## src/rtl/sys_bus_initiator.sv

```systemverilog
// Single-outstanding system-bus master: command in, one strobe out, response back.
// Latency: strobe one cycle after accept; response one cycle after ack/err or timeout.
// Backpressure: cmd_ready_o is low while a transaction or unconsumed response is pending.
module sys_bus_initiator #(
  parameter int TIMEOUT = 255,
  parameter int TW      = 8,
  parameter int CW      = 16
) (
  input  logic          clk_i,
  input  logic          rst_i,
  // command channel
  input  logic          cmd_valid_i,
  output logic          cmd_ready_o,
  input  logic          cmd_we_i,
  input  logic [31:0]   cmd_addr_i,
  input  logic [31:0]   cmd_wdata_i,
  input  logic [3:0]    cmd_sel_i,
  // response channel
  output logic          rsp_valid_o,
  input  logic          rsp_ready_i,
  output logic [31:0]   rsp_rdata_o,
  output logic          rsp_err_o,
  output logic          rsp_timeout_o,
  // system bus
  output logic [31:0]   sys_addr_o,
  output logic [31:0]   sys_wdata_o,
  output logic [3:0]    sys_sel_o,
  output logic          sys_wen_o,
  output logic          sys_ren_o,
  input  logic [31:0]   sys_rdata_i,
  input  logic          sys_err_i,
  input  logic          sys_ack_i,
  // status
  output logic          busy_o,
  output logic [CW-1:0] txn_cnt_o,
  output logic [CW-1:0] err_cnt_o
);

  typedef enum logic [1:0] {
    ST_IDLE  = 2'd0,
    ST_ISSUE = 2'd1,
    ST_WAIT  = 2'd2,
    ST_RESP  = 2'd3
  } state_t;

  // Timer value in the last cycle we are willing to wait for ack/err.
  localparam logic [TW-1:0] TMO_LAST = TW'(TIMEOUT - 1);

  state_t          state_q, state_d;
  logic            cmd_ready_q, cmd_ready_d;
  logic            busy_q, busy_d;
  logic            we_q, we_d;
  logic [TW-1:0]   timer_q, timer_d;
  logic [31:0]     addr_q, addr_d;
  logic [31:0]     wdata_q, wdata_d;
  logic [3:0]      sel_q, sel_d;
  logic            wen_q, wen_d;
  logic            ren_q, ren_d;
  logic            rsp_valid_q, rsp_valid_d;
  logic [31:0]     rsp_rdata_q, rsp_rdata_d;
  logic            rsp_err_q, rsp_err_d;
  logic            rsp_tmo_q, rsp_tmo_d;
  logic [CW-1:0]   txn_cnt_q, txn_cnt_d;
  logic [CW-1:0]   err_cnt_q, err_cnt_d;

  logic            bus_done;

  // ack and err both end the bus cycle; err wins over ack when both are high.
  assign bus_done = sys_ack_i | sys_err_i;

  // Next-state and registered-output computation.
  always_comb begin
    state_d     = state_q;
    cmd_ready_d = cmd_ready_q;
    we_d        = we_q;
    timer_d     = timer_q;
    addr_d      = addr_q;
    wdata_d     = wdata_q;
    sel_d       = sel_q;
    wen_d       = 1'b0;
    ren_d       = 1'b0;
    rsp_valid_d = rsp_valid_q;
    rsp_rdata_d = rsp_rdata_q;
    rsp_err_d   = rsp_err_q;
    rsp_tmo_d   = rsp_tmo_q;
    txn_cnt_d   = txn_cnt_q;
    err_cnt_d   = err_cnt_q;

    unique case (state_q)
      ST_IDLE: begin
        cmd_ready_d = 1'b1;
        if (cmd_valid_i && cmd_ready_q) begin
          addr_d      = cmd_addr_i;
          wdata_d     = cmd_wdata_i;
          sel_d       = cmd_sel_i;
          we_d        = cmd_we_i;
          wen_d       = cmd_we_i;
          ren_d       = ~cmd_we_i;
          timer_d     = '0;
          cmd_ready_d = 1'b0;
          state_d     = ST_ISSUE;
        end
      end

      ST_ISSUE, ST_WAIT: begin
        if (bus_done) begin
          rsp_valid_d = 1'b1;
          rsp_err_d   = sys_err_i;
          rsp_tmo_d   = 1'b0;
          rsp_rdata_d = (!we_q && !sys_err_i) ? sys_rdata_i : 32'h0;
          state_d     = ST_RESP;
        end else if (timer_q == TMO_LAST) begin
          rsp_valid_d = 1'b1;
          rsp_err_d   = 1'b1;
          rsp_tmo_d   = 1'b1;
          rsp_rdata_d = 32'h0;
          state_d     = ST_RESP;
        end else begin
          timer_d = timer_q + TW'(1);
          state_d = ST_WAIT;
        end
      end

      ST_RESP: begin
        // Bus inputs are deliberately ignored here; only the consumer moves us on.
        if (rsp_ready_i) begin
          rsp_valid_d = 1'b0;
          txn_cnt_d   = txn_cnt_q + CW'(1);
          if (rsp_err_q) begin
            err_cnt_d = err_cnt_q + CW'(1);
          end
          cmd_ready_d = 1'b1;
          state_d     = ST_IDLE;
        end
      end

      default: begin
        state_d     = ST_IDLE;
        cmd_ready_d = 1'b1;
        rsp_valid_d = 1'b0;
      end
    endcase

    busy_d = (state_d != ST_IDLE);
  end

  // State and output registers; reset drops any pending transaction silently.
  always_ff @(posedge clk_i or posedge rst_i) begin
    if (rst_i) begin
      state_q     <= ST_IDLE;
      cmd_ready_q <= 1'b1;
      busy_q      <= 1'b0;
      we_q        <= 1'b0;
      timer_q     <= '0;
      addr_q      <= 32'h0;
      wdata_q     <= 32'h0;
      sel_q       <= 4'h0;
      wen_q       <= 1'b0;
      ren_q       <= 1'b0;
      rsp_valid_q <= 1'b0;
      rsp_rdata_q <= 32'h0;
      rsp_err_q   <= 1'b0;
      rsp_tmo_q   <= 1'b0;
      txn_cnt_q   <= '0;
      err_cnt_q   <= '0;
    end else begin
      state_q     <= state_d;
      cmd_ready_q <= cmd_ready_d;
      busy_q      <= busy_d;
      we_q        <= we_d;
      timer_q     <= timer_d;
      addr_q      <= addr_d;
      wdata_q     <= wdata_d;
      sel_q       <= sel_d;
      wen_q       <= wen_d;
      ren_q       <= ren_d;
      rsp_valid_q <= rsp_valid_d;
      rsp_rdata_q <= rsp_rdata_d;
      rsp_err_q   <= rsp_err_d;
      rsp_tmo_q   <= rsp_tmo_d;
      txn_cnt_q   <= txn_cnt_d;
      err_cnt_q   <= err_cnt_d;
    end
  end

  assign cmd_ready_o   = cmd_ready_q;
  assign busy_o        = busy_q;
  assign sys_addr_o    = addr_q;
  assign sys_wdata_o   = wdata_q;
  assign sys_sel_o     = sel_q;
  assign sys_wen_o     = wen_q;
  assign sys_ren_o     = ren_q;
  assign rsp_valid_o   = rsp_valid_q;
  assign rsp_rdata_o   = rsp_rdata_q;
  assign rsp_err_o     = rsp_err_q;
  assign rsp_timeout_o = rsp_tmo_q;
  assign txn_cnt_o     = txn_cnt_q;
  assign err_cnt_o     = err_cnt_q;

endmodule

```

## config.mk

```make
export PLATFORM = sky130hd
export DESIGN_NAME = sys_bus_initiator
export DESIGN_NICKNAME = d
export VERILOG_FILES = /design/src/rtl/sys_bus_initiator.sv
export SDC_FILE = /design/constraint.sdc
export NUM_CORES = 1
export LEC_CHECK = 0
export CORE_ASPECT_RATIO = 1.5
export CORE_MARGIN = 4
export CORE_UTILIZATION = 43
export CTS_CLUSTER_SIZE = 14
export DETAILED_ROUTE_END_ITERATION = 8
export PLACE_DENSITY_LB_ADDON = 0.05
export SLEW_MARGIN = 20
export SYNTH_ARGS = -nofsm -noshare
export SYNTH_HDL_FRONTEND = slang
export SYNTH_SLANG_ARGS = --single-unit
```

## constraint.sdc

```tcl
create_clock -name clk_i -period 6.3 [get_ports clk_i]
set_input_delay 1.26 -clock clk_i [delete_from_list [all_inputs] [get_ports clk_i]]
set_output_delay 1.26 -clock clk_i [all_outputs]
set_load 0.02 [all_outputs]
```

# --- Word level (Yosys, flattened, before mapping) ---
# Index checks and enable logic that the tools add are counted.
totals:
  in_bits: 107
  ff_bits: 150
classes:
  bitwise: 2
  n_mux: 25
  n_reduce_logical: 18
  n_addsub: 3
  eq_ne: 9
ops:
  columns: ["cell", "count"]
  rows:
  - ["32-bit 2-to-1 mux", 3]
  - ["16-bit by 1-bit adder with 16-bit output, second input constant", 2]
  - ["8-bit 2-to-1 mux", 3]
  - ["8-bit case mux with 2 select lines", 1]
  - ["1-bit 2-to-1 mux", 13]
  - ["2-bit nonzero test", 5]
  - ["8-bit by 1-bit adder with 8-bit output, second input constant", 1]
  - ["8-bit equality test, second input constant", 1]
  - ["2-bit != test, second input constant", 4]
  - ["2-bit AND reduction", 4]
  - ["2-bit case mux with 3 select lines", 1]
  - ["3-bit AND reduction", 2]
  - ["2-bit equality test, second input constant", 2]
  - ["2-bit 2-to-1 mux", 2]
  - ["1-bit case mux with 2 select lines", 2]
  - ["4-bit AND reduction", 1]
  - ["3-bit != test, second input constant", 1]
  - ["2-bit by 1-bit equality test with 1-bit output, second input constant", 1]
  - ["1-bit logical AND", 2]
  - ["1-bit zero test", 2]
  - ["2-bit zero test", 1]
  - ["2-bit OR reduction", 1]
  - ["1-bit NOT", 1]
  - ["1-bit OR", 1]

# --- Logic depth before layout (Yosys ltp) ---
# Gate-level depths: netlist of run 1.
depth:
  depth_word: 5
  depth_mapped: 9
  ltp_nobuf: 6

# --- Worst setup path before layout of run 1 ---
# OpenSTA, ideal clock, no wires.
synth_path:
  path_kind: "input to register"
  from: "in sys_ack_i"
  to: "reg timer_q[7]"
  path_slack_ps: 4023
  arrival_time_ps: 2151
  n_path_buf: 1
  required_ps: 6174
  stages: 5
  path_cell_list: "o21ai_2 > o31a_1 > buf_6 > nand2b_1 > a221o_1"
synth_via:
  elab_chain_cells: 3
synth_lines:
  columns: ["item", "line_no", "rtl"]
  rows:
  - ["from (decl)", "32", "input logic sys_ack_i,"]
  - ["1-bit OR", "69", "assign bus_done = sys_ack_i | sys_err_i;"]
  - ["2-bit != test (no source line)", null, null]
  - ["4-bit AND reduction (no source line)", null, null]
  - ["to (signal assigned)", "171", "timer_q <= timer_d;"]
  - ["to (decl)", "53", "logic [TW-1:0] timer_q, timer_d;"]
# No other way between the ends.
# A chain may end at the register's enable or synchronous reset.

# --- Worst setup path in the final report of run 1 ---
layout_path:
  from: "reg cmd_ready_q (netlist: cmd_ready_o)"
  to: "out cmd_ready_o"
layout_rtl:
  columns: ["item", "line_no", "rtl"]
  rows:
  - ["from (decl)", "50", "logic cmd_ready_q, cmd_ready_d;"]
  - ["from (signal assigned)", "168", "cmd_ready_q <= cmd_ready_d;"]
  - ["to (decl)", "13", "output logic cmd_ready_o,"]
# No word-level cell between the ends.

==> results.json, run 1 <==
{
  "path_clk_slew_ns": 0.06,
  "clock_sinks": 150,
  "max_freq_ghz": 0.348,
  "intPower_uw": 2840,
  "fp-row-count": 52,
  "worst_path_max_delay_cell": "clkdlybuf4s50_1",
  "cts_tree": "done",
  "synth_seq_cells": 150,
  "end_kind": "output pin",
  "holdWs_ns": 0.472,
  "rsz0062_at_grt": "false",
  "grt_max_degree": 113,
  "layout_commonest_cell": "clkdlybuf4s50_1",
  "fin_skew_ns": 0.0113,
  "max_cap_viol_count": 0,
  "synth_edf_count": 0,
  "syn_area_per_cell_sq_um": 10.4,
  "cts_buffer_depth": 2,
  "regArea_sq_mm": 0.00375,
  "multi_input_comb_area_sq_mm": 0.00213,
  "cts_hold_buffers": 0,
  "totalNegativeSetupSlack_ns": 0,
  "cp_slowest_stage_delay_ns": 0.63,
  "antenna_found_initial": 1,
  "final_cell_mix": "clkdlybuf4s50_1 (245), nand2_1 (226), dfrtp_1 (149)",
  "irDropWorstVdd_mv": 0.242,
  "track_usage": 0.205,
  "setup_viol_count_final": 0,
  "powerDensity_mw_per_mm2": 494,
  "min_path_type": "register to register",
  "initial_core_util": 0.442,
  "worst_pin_slew_ns": 0.760,
  "htree_levels": 4,
  "clock_latency_ns": 0.41,
  "startpoint_type": "register",
  "place_congestion": 0.835,
  "drv_slew": 0,
  "max_slew_margin": 0.493,
  "leakage_uw": 0.00428,
  "switchingPower_uw": 1710,
  "grt_overflow": 0,
  "cts-root-buf": "clkbuf_16",
  "outcome": "finished clean",
  "antenna_left": 0,
  "dpl.hpwl_mm": 11.8,
  "cts_setup_buffers": 0,
  "first_iter_violations": 161,
  "swShare": 0.377,
  "postCtsResizedCells": 0,
  "pwr-share-comb": 0.439,
  "cp_max_fo": 5,
  "p_clk_frac": 0.219,
  "period_share": 0.456,
  "num_vias": 5055,
  "io_pins": 246,
  "cp_top_family": "buffers and inverters",
  "synth_nets": 693,
  "crit_chain": "clkdlybuf4s50_1",
  "cp_data_arrival_time_ns": 1.61,
  "dieArea_sq_mm": 0.0161,
  "syn_area_sq_mm": 0.00605,
  "drt-total-wl_mm": 16.4,
  "ys_seq_area_frac": 0.621,
  "path_buf_inv": 1,
  "netlist_instances": 579,
  "viasPerCell": 5.07,
  "chipHeight_um": 153,
  "grt_pass1_vias": 5124,
  "io_buffers": 245,
  "yosysWarnings": 0,
  "p_seq_frac": 0.342,
  "core_sq_mm": 0.0137,
  "post_route_cells_drive_above_1_share": 0.0635,
  "hold_viol": 0,
  "synthArstFlopShare": 1.00,
  "layout.nets": 938,
  "grt_pass1_wl_mm": 26.5,
  "ys_types": 45,
  "cts_buffers": 17,
  "drt_first_pass_iters": 4,
  "cp.required_ns": 5.04,
  "die_w_um": 105,
  "area_growth_pct": 52.3,
  "crit_type": "register to output pin",
  "wl_per_cell_um": 16.4,
  "nFillCells": 1027,
  "fin_crit_ns": 2.87,
  "drcViolationCount": 0,
  "ys.flop_type": "dfrtp_1"
}
## kinds of logic after synthesis
| logic type | share of synthesized area |
|---|---|
| xor+xnor | 0.0435 |
| flops | 0.621 |
| fa+ha+maj | 0.0145 |
| mux | 0.00559 |
| simple gates | 0.208 |
| buf+inv | 0.0286 |
| compound gates | 0.0786 |
## power groups by stage
stage	Combinational (uW)	Clock, uW	Sequential [uW]
finish	2000	997	1560
floorplan	681	0	1960
CTS	2030	1020	1560
global route	2150	1060	1610
detailed placement	2020	0	1570
global placement	1990	0	1550
## per-stage QoR
step,power (uW),area (sq um),utilization,worst slack [ns],cells
2_1_floorplan,2640,6050,-,1.01,579
3_3_place_gp,3540,8620,0.631,3.17,967
3_5_place_dp,3590,8620,0.631,3.10,967
4_1_cts,4610,9200,0.674,3.40,997
5_1_grt,4820,9210,0.674,3.37,998
6_report,4550,9210,0.674,3.43,998
## layer usage
metal	up-vias	share of wire	wire (um)	GRT usage
met5	-	0	0	0
met4	0	0.029	476	0.0894
met3	33	0.084	1380	0.0810
met2	195	0.51	8360	0.347
met1	2426	0.38	6180	0.229
li1	2401	-	-	-
## state kept, by name (all words and copies together), names as in the netlist
| name | cells |
|---|---|
| rsp_valid_o | 1 |
| we_q | 1 |
| timer_q | 8 |
| err_cnt_o | 16 |
| sys_wdata_o | 32 |
| rsp_timeout_o | 1 |
| rsp_err_o | 1 |
| sys_addr_o | 32 |
| sys_wen_o | 1 |
| txn_cnt_o | 16 |
| sys_ren_o | 1 |
| busy_o | 1 |
| rsp_rdata_o | 32 |
| state_q | 2 |
| sys_sel_o | 4 |
| cmd_ready_o | 1 |
## worst reg2reg max path, cell delays in order, from the launching register on
cell and delay (ns):
dfrtp_1 0.39, inv_1 0.07, ha_1 0.47, nand4_1 0.27
o31a_1 0.15, buf_4 0.33, nand2b_1 0.17, a221o_1 0.37
## synth_stat cells (2+ instances only)
cell type | n | area share
nand3_1 | 15 | 0.012
dfrtp_1 | 149 | 0.62
o31ai_1 | 3 | 0.0037
nor2_1 | 16 | 0.0099
o21ai_0 | 4 | 0.0033
and3_1 | 5 | 0.0052
nand2_1 | 226 | 0.14
or2_2 | 2 | 0.0021
a31oi_1 | 3 | 0.0031
xnor2_1 | 21 | 0.030
mux2_2 | 3 | 0.0056
a22o_1 | 32 | 0.046
nor4_2 | 3 | 0.0062
buf_2 | 6 | 0.0050
and2_1 | 3 | 0.0031
ha_1 | 7 | 0.014
xor2_1 | 9 | 0.013
inv_1 | 11 | 0.0068
nand2b_1 | 5 | 0.0052
nand4_1 | 13 | 0.013
clkbuf_1 | 13 | 0.0081
buf_6 | 4 | 0.0074
a21oi_1 | 4 | 0.0033
## layout make-up
type	count	area share
Sequential cell	150	0.408
Inverter	11	0.00530
Multi-Input combinational cell	394	0.231
Antenna cell	1	0.000272
Clock inverter	11	0.0137
Clock buffer	19	0.0492
Tap cell	162	0.0220
Timing Repair Buffer	250	0.270
## final timing paths
| path | start | end | slack [ns] | depth (start not counted) |
|---|---|---|---|---|
| setup / recovery | cmd_ready_o$_DFFE_PP1P_ | cmd_ready_o | 3.43 | 1 |
| hold reg to reg | sys_wdata_o[2]$_DFFE_PP0P_ | sys_wdata_o[2]$_DFFE_PP0P_ | 0.47 | 2 |
| setup reg to reg | state_q[0]$_DFF_PP0_ | timer_q[7]$_DFFE_PP0P_ | 3.97 | 7 |
| max in group asynchronous | rst_i | cmd_ready_o$_DFFE_PP1P_ | 3.82 | 3 |
| hold / removal | sys_wdata_o[2]$_DFFE_PP0P_ | sys_wdata_o[2]$_DFFE_PP0P_ | 0.47 | 2 |
| min in group asynchronous | rst_i | rsp_rdata_o[31]$_DFFE_PP0P_ | 1.40 | 2 |
Note: power is estimated with default switching activity, not from simulation.
==> run 2: changes to the inputs <==
--- a/config.mk
+++ b/config.mk
@@ -7,7 +7,7 @@
 export LEC_CHECK = 0
 export CORE_ASPECT_RATIO = 1.5
 export CORE_MARGIN = 4
-export CORE_UTILIZATION = 43
+export CORE_UTILIZATION = 39
 export CTS_CLUSTER_SIZE = 14
 export DETAILED_ROUTE_END_ITERATION = 8
 export PLACE_DENSITY_LB_ADDON = 0.05
==> constraint.sdc (replaced) <==
create_clock -name clk_i -period 2.31 [get_ports clk_i]
set_input_delay 0.462 -clock clk_i [delete_from_list [all_inputs] [get_ports clk_i]]
set_output_delay 0.462 -clock clk_i [all_outputs]
set_load 0.02 [all_outputs]
==> run 2 against run 1 <==
Against the previous run: combinational power grew to 2.8 times the previous value; die area grew 9.6%; setup slack worse by 3.2 ns; critical path depth stayed put; critical endpoint unchanged; core utilization decreased by 5.7 points; wire length hardly changed; clock power grew to 2.8 times the previous value; largest cell class unchanged; sequential power rose to 2.7 times the previous value.
==> results.json, run 2 (same netlist as run 1, synthesis figures left out) <==
{
  "outcome": "finished clean",
  "initial_core_util": 0.399,
  "grt_overflow": 0,
  "fin_skew_ns": 0.0129,
  "multi_input_comb_area_sq_mm": 0.00213,
  "drv_slew": 0,
  "layout_commonest_cell": "clkdlybuf4s50_1",
  "postCtsResizedCells": 0,
  "track_usage": 0.191,
  "first_iter_violations": 134,
  "cp_slowest_stage_delay_ns": 0.65,
  "drcViolationCount": 0,
  "clock_sinks": 150,
  "grt_pass1_wl_mm": 26.1,
  "dieArea_sq_mm": 0.0176,
  "crit_chain": "clkdlybuf4s50_1",
  "grt_max_degree": 119,
  "irDropWorstVdd_mv": 0.708,
  "worst_path_max_delay_cell": "clkdlybuf4s50_1",
  "hold_start": "txn_cnt_o[15]$_DFFE_PP0P_",
  "antenna_left": 0,
  "period_share": 0.907,
  "leakage_uw": 0.00433,
  "stdcell_count": 1040,
  "regArea_sq_mm": 0.00375,
  "cp_max_fo": 5,
  "cts_setup_buffers": 0,
  "dp.cells": 1008,
  "max_slew_margin": 0.553,
  "end_kind": "output pin",
  "area_growth_pct": 54.6,
  "setup_viol_count_final": 0,
  "max_cap_viol_count": 0,
  "place_congestion": 0.772,
  "cts_buffers": 17,
  "die_w_um": 110,
  "drt-total-wl_mm": 16.4,
  "post_route_cells_drive_above_1_share": 0.0678,
  "path_clk_slew_ns": 0.06,
  "crit_start": "cmd_ready_o$_DFFE_PP1P_",
  "num_vias": 5029,
  "cts_buffer_depth": 2,
  "layout.nets": 942,
  "min_path_type": "register to register",
  "io_pins": 246,
  "htree_levels": 4,
  "drt_first_pass_iters": 6,
  "path_buf_inv": 1,
  "antenna_cells": 0,
  "grt_pass1_vias": 5207,
  "nFillCells": 1276,
  "hold_viol": 0,
  "io_buffers": 245,
  "core_sq_mm": 0.0151,
  "cp_top_family": "buffers and inverters",
  "chipHeight_um": 160,
  "fp-row-count": 55,
  "p_total_uw": 12600,
  "worst_pin_slew_ns": 0.671,
  "final_cell_mix": "clkdlybuf4s50_1 (245), nand2_1 (226), dfrtp_1 (149)",
  "fin_crit_ns": 2.10,
  "wl_per_cell_um": 15.8,
  "antenna_found_initial": 0,
  "cp.required_ns": 1.85,
  "rsz0062_at_grt": "false",
  "powerDensity_mw_per_mm2": 1350,
  "cts_tree": "done",
  "dpl.hpwl_mm": 11.8,
  "cts_hold_buffers": 0,
  "crit_type": "register to output pin",
  "reg2reg_from": "state_q[0]$_DFF_PP0_",
  "viasPerCell": 4.84,
  "clock_latency_ns": 0.42,
  "startpoint_type": "register",
  "max_freq_ghz": 0.477,
  "cts-root-buf": "clkbuf_16",
  "cp_data_arrival_time_ns": 1.63
}
run 2: cell types whose count changed in the layout (fill, tap and decap cells not counted):
cell / delta
clkinv_2: +2
clkbuf_1: +2
clkinvlp_4: -1
diode_2: -1
bufinv_16: +1
clkbuf_8: -1
buf_12: +4
inv_8: -1
run 2: power by group:
part,total (uW),leakage (uW),switching [uW],internal (uW)
Combinational,5570,0.00210,2990,2580
Clock,2800,0.000290,1080,1730
Sequential,4250,0.00194,634,3620
run 2: layout make-up:
type                       instances  area share
clock buffer                      20      0.0478
clock inverter                    12      0.0162
timing repair buffer             254       0.275
inverter                          11     0.00482
sequential                       150       0.402
tap                              199      0.0266
multi-input combinational        394       0.228
run 2: final timing paths:
check | to | slack (ns) | cells past startpoint
setup reg to reg | rsp_rdata_o[25]$_DFFE_PP0P_ | 0.22 | 6
setup / recovery | cmd_ready_o | 0.21 | 1
hold / removal | txn_cnt_o[15]$_DFFE_PP0P_ | 0.47 | 1
min in group asynchronous | rsp_rdata_o[26]$_DFFE_PP0P_ | 0.55 | 3
hold reg to reg | txn_cnt_o[15]$_DFFE_PP0P_ | 0.47 | 1
max in group asynchronous | we_q$_DFFE_PP0P_ | 1.22 | 3
run 2: routing by layer:
metal | vias up | wire length, um | global-route usage
met2 | 166 | 8600 | 0.323
met1 | 2429 | 6060 | 0.211
li1 | 2411 | - | -
met4 | 0 | 401 | 0.0754
met5 | - | 0 | 0
met3 | 23 | 1320 | 0.0768
run 2: per-stage QoR:
step,hold WS [ns],util,area (sq um),setup TNS [ns],worst slack (ns)
global route,0.484,0.617,9350,0,0.0490
detailed placement,0.461,0.578,8750,0,0.0876
finish,0.468,0.617,9350,0,0.214
CTS,0.475,0.617,9350,0,0.183
floorplan,0.451,-,6050,-5.98,-0.0402
global placement,0.457,0.578,8750,0,0.188
==> run 3: changes to the inputs <==
--- a/config.mk
+++ b/config.mk
@@ -10,7 +10,9 @@
 export CORE_UTILIZATION = 39
 export CTS_CLUSTER_SIZE = 14
 export DETAILED_ROUTE_END_ITERATION = 8
+export HOLD_SLACK_MARGIN = 0.08
 export PLACE_DENSITY_LB_ADDON = 0.05
+export REMOVE_ABC_BUFFERS = 1
 export SLEW_MARGIN = 20
 export SYNTH_ARGS = -nofsm -noshare
 export SYNTH_HDL_FRONTEND = slang
==> run 3 against run 2 <==
Against the previous run: hold slack got worse by 0.029 ns; core utilization grew 0.36 points; non-clock buffer count up 4; wire length grew 2.7%; total power grew 0.58%; critical path depth rose by 5; first-iteration DRC count increased by 41%; sequential power about the same; setup slack got worse by 0.022 ns; register-to-register slack got worse by 0.03 ns; via count rose by 0.38%; fmax fell by 1.1%; critical path type is now register to register.
==> results.json, run 3 (same netlist as run 1, synthesis figures left out) <==
{
  "antenna_left": 0,
  "drt-total-wl_mm": 16.8,
  "min_path_type": "primary input to asynchronous set/reset pin",
  "drt_first_pass_iters": 4,
  "rsz0062_at_grt": "false",
  "rrSetupSlack_ns": 0.19,
  "core_sq_mm": 0.0151,
  "cts_buffer_depth": 2,
  "max_slew_margin": 0.713,
  "track_usage": 0.197,
  "worst_path_max_delay_cell": "ha_1",
  "irDropWorstVdd_mv": 0.734,
  "layout_commonest_cell": "clkdlybuf4s50_1",
  "nFillCells": 1318,
  "path_buf_inv": 2,
  "setup_viol_count_final": 0,
  "post_route_cells_drive_above_1_share": 0.0712,
  "fp-row-count": 55,
  "io_buffers": 245,
  "cp_data_arrival_time_ns": 2.42,
  "dieArea_sq_mm": 0.0176,
  "wl_per_cell_um": 16.2,
  "cp_slowest_stage_delay_ns": 0.44,
  "design_area_sq_mm": 0.00940,
  "crit_chain": "inv_1 -> ha_1 -> nand4_1 -> o31a_1 -> buf_4 -> a22o_1",
  "multi_input_comb_area_sq_mm": 0.00213,
  "cts_tree": "done",
  "grt_overflow": 0,
  "use_met3": 0.0756,
  "first_iter_violations": 189,
  "hold_viol": 0,
  "grt-busiest-layer": "met2",
  "period_share": 0.917,
  "worst_pin_slew_ns": 0.430,
  "num_vias": 5048,
  "path_clk_slew_ns": 0.06,
  "fin_crit_ns": 2.12,
  "drcViolationCount": 0,
  "startpoint_type": "register",
  "cp_top_family": "compound AO/OA/AOI/OAI gates",
  "rr_worst_depth": 6,
  "rr_endpoint": "rsp_rdata_o[23]$_DFFE_PP0P_",
  "powerDensity_mw_per_mm2": 1350,
  "cts_hold_buffers": 0,
  "reg2reg_from": "state_q[0]$_DFF_PP0_",
  "antenna_cells": 0,
  "cp_max_fo": 32,
  "postCtsResizedCells": 0,
  "placedInstanceArea_sq_mm": 0.00879,
  "cts_setup_buffers": 0,
  "place_congestion": 0.788,
  "cts_buffers": 17,
  "clock_sinks": 150,
  "grt_pass1_wl_mm": 27.0,
  "end_kind": "register",
  "regArea_sq_mm": 0.00375,
  "leakage_uw": 0.00435,
  "initial_core_util": 0.399,
  "dpl.hpwl_mm": 12.4,
  "viasPerCell": 4.84,
  "grt_max_degree": 71,
  "chipHeight_um": 160,
  "grt_pass1_vias": 5350,
  "cts-root-buf": "clkbuf_16",
  "layout.nets": 946,
  "final_cell_mix": "clkdlybuf4s50_1 (245), nand2_1 (226), dfrtp_1 (149)",
  "htree_levels": 4,
  "drv_slew": 0,
  "totalNegativeSetupSlack_ns": 0,
  "cp.required_ns": 2.61,
  "crit_type": "register to register",
  "io_pins": 246,
  "antenna_found_initial": 0,
  "grtUsageMet1": 0.217,
  "area_growth_pct": 55.5,
  "max_freq_ghz": 0.472,
  "fin_skew_ns": 0.0112,
  "outcome": "finished clean",
  "die_w_um": 110,
  "max_cap_viol_count": 0,
  "met2_usage": 0.337,
  "clock_latency_ns": 0.42
}
run 3: per-stage QoR:
step                setup slack [ns]  total power [uW]  cells   util  hold slack, ns
finish                         0.192             12700   1042  0.621           0.439
global route                  0.0900             13500   1042  0.621           0.463
CTS                            0.198             12900   1042  0.621           0.446
detailed placement             0.137              9910   1012  0.581           0.462
global placement               0.170              9790   1012  0.581           0.457
floorplan                      -2.19              7030    555      -           0.451
run 3: layer usage:
layer,part of all wire,vias to the layer above,routed length (um)
met3,0.086,35,1440
li1,-,2404,-
met1,0.37,2425,6230
met4,0.027,0,452
met5,0,-,0
met2,0.52,184,8710
run 3: worst reg2reg max path, delay by kind of cell, from the launching register on:
family,cells,cell delay (ns)
DFF,1,0.39
AOI/OAI and AO/OA,2,0.62
adders and majority gates,1,0.44
and+or+nand+nor,1,0.23
buffers and inverters,2,0.34
run 3: report_power, final:
part	leakage (uW)	switching [uW]	internal [uW]
clock network	0.000292	1080	1800
logic	0.00212	3000	2560
registers	0.00194	644	3620
run 3: final cells by class:
cell class,count,area share
sequential,150,0.399
inverter,11,0.00492
clock buffer,18,0.0456
timing repair buffer,258,0.278
multi-input combinational,394,0.227
tap,199,0.0265
clock inverter,12,0.0192
run 3: worst max-delay path by stage:
stage	cells after the start	to	slack (ns)	start
after floorplan	1	busy_o$_DFF_PP0_	-2.19	rst_i
after global placement	5	err_cnt_o[14]$_DFFE_PP0P_	0.17	rsp_ready_i
after detailed placement	5	err_cnt_o[12]$_DFFE_PP0P_	0.14	rsp_ready_i
after CTS	6	rsp_rdata_o[23]$_DFFE_PP0P_	0.20	state_q[0]$_DFF_PP0_
after global routing	6	rsp_rdata_o[23]$_DFFE_PP0P_	0.09	state_q[0]$_DFF_PP0_
final	6	rsp_rdata_o[23]$_DFFE_PP0P_	0.19	state_q[0]$_DFF_PP0_
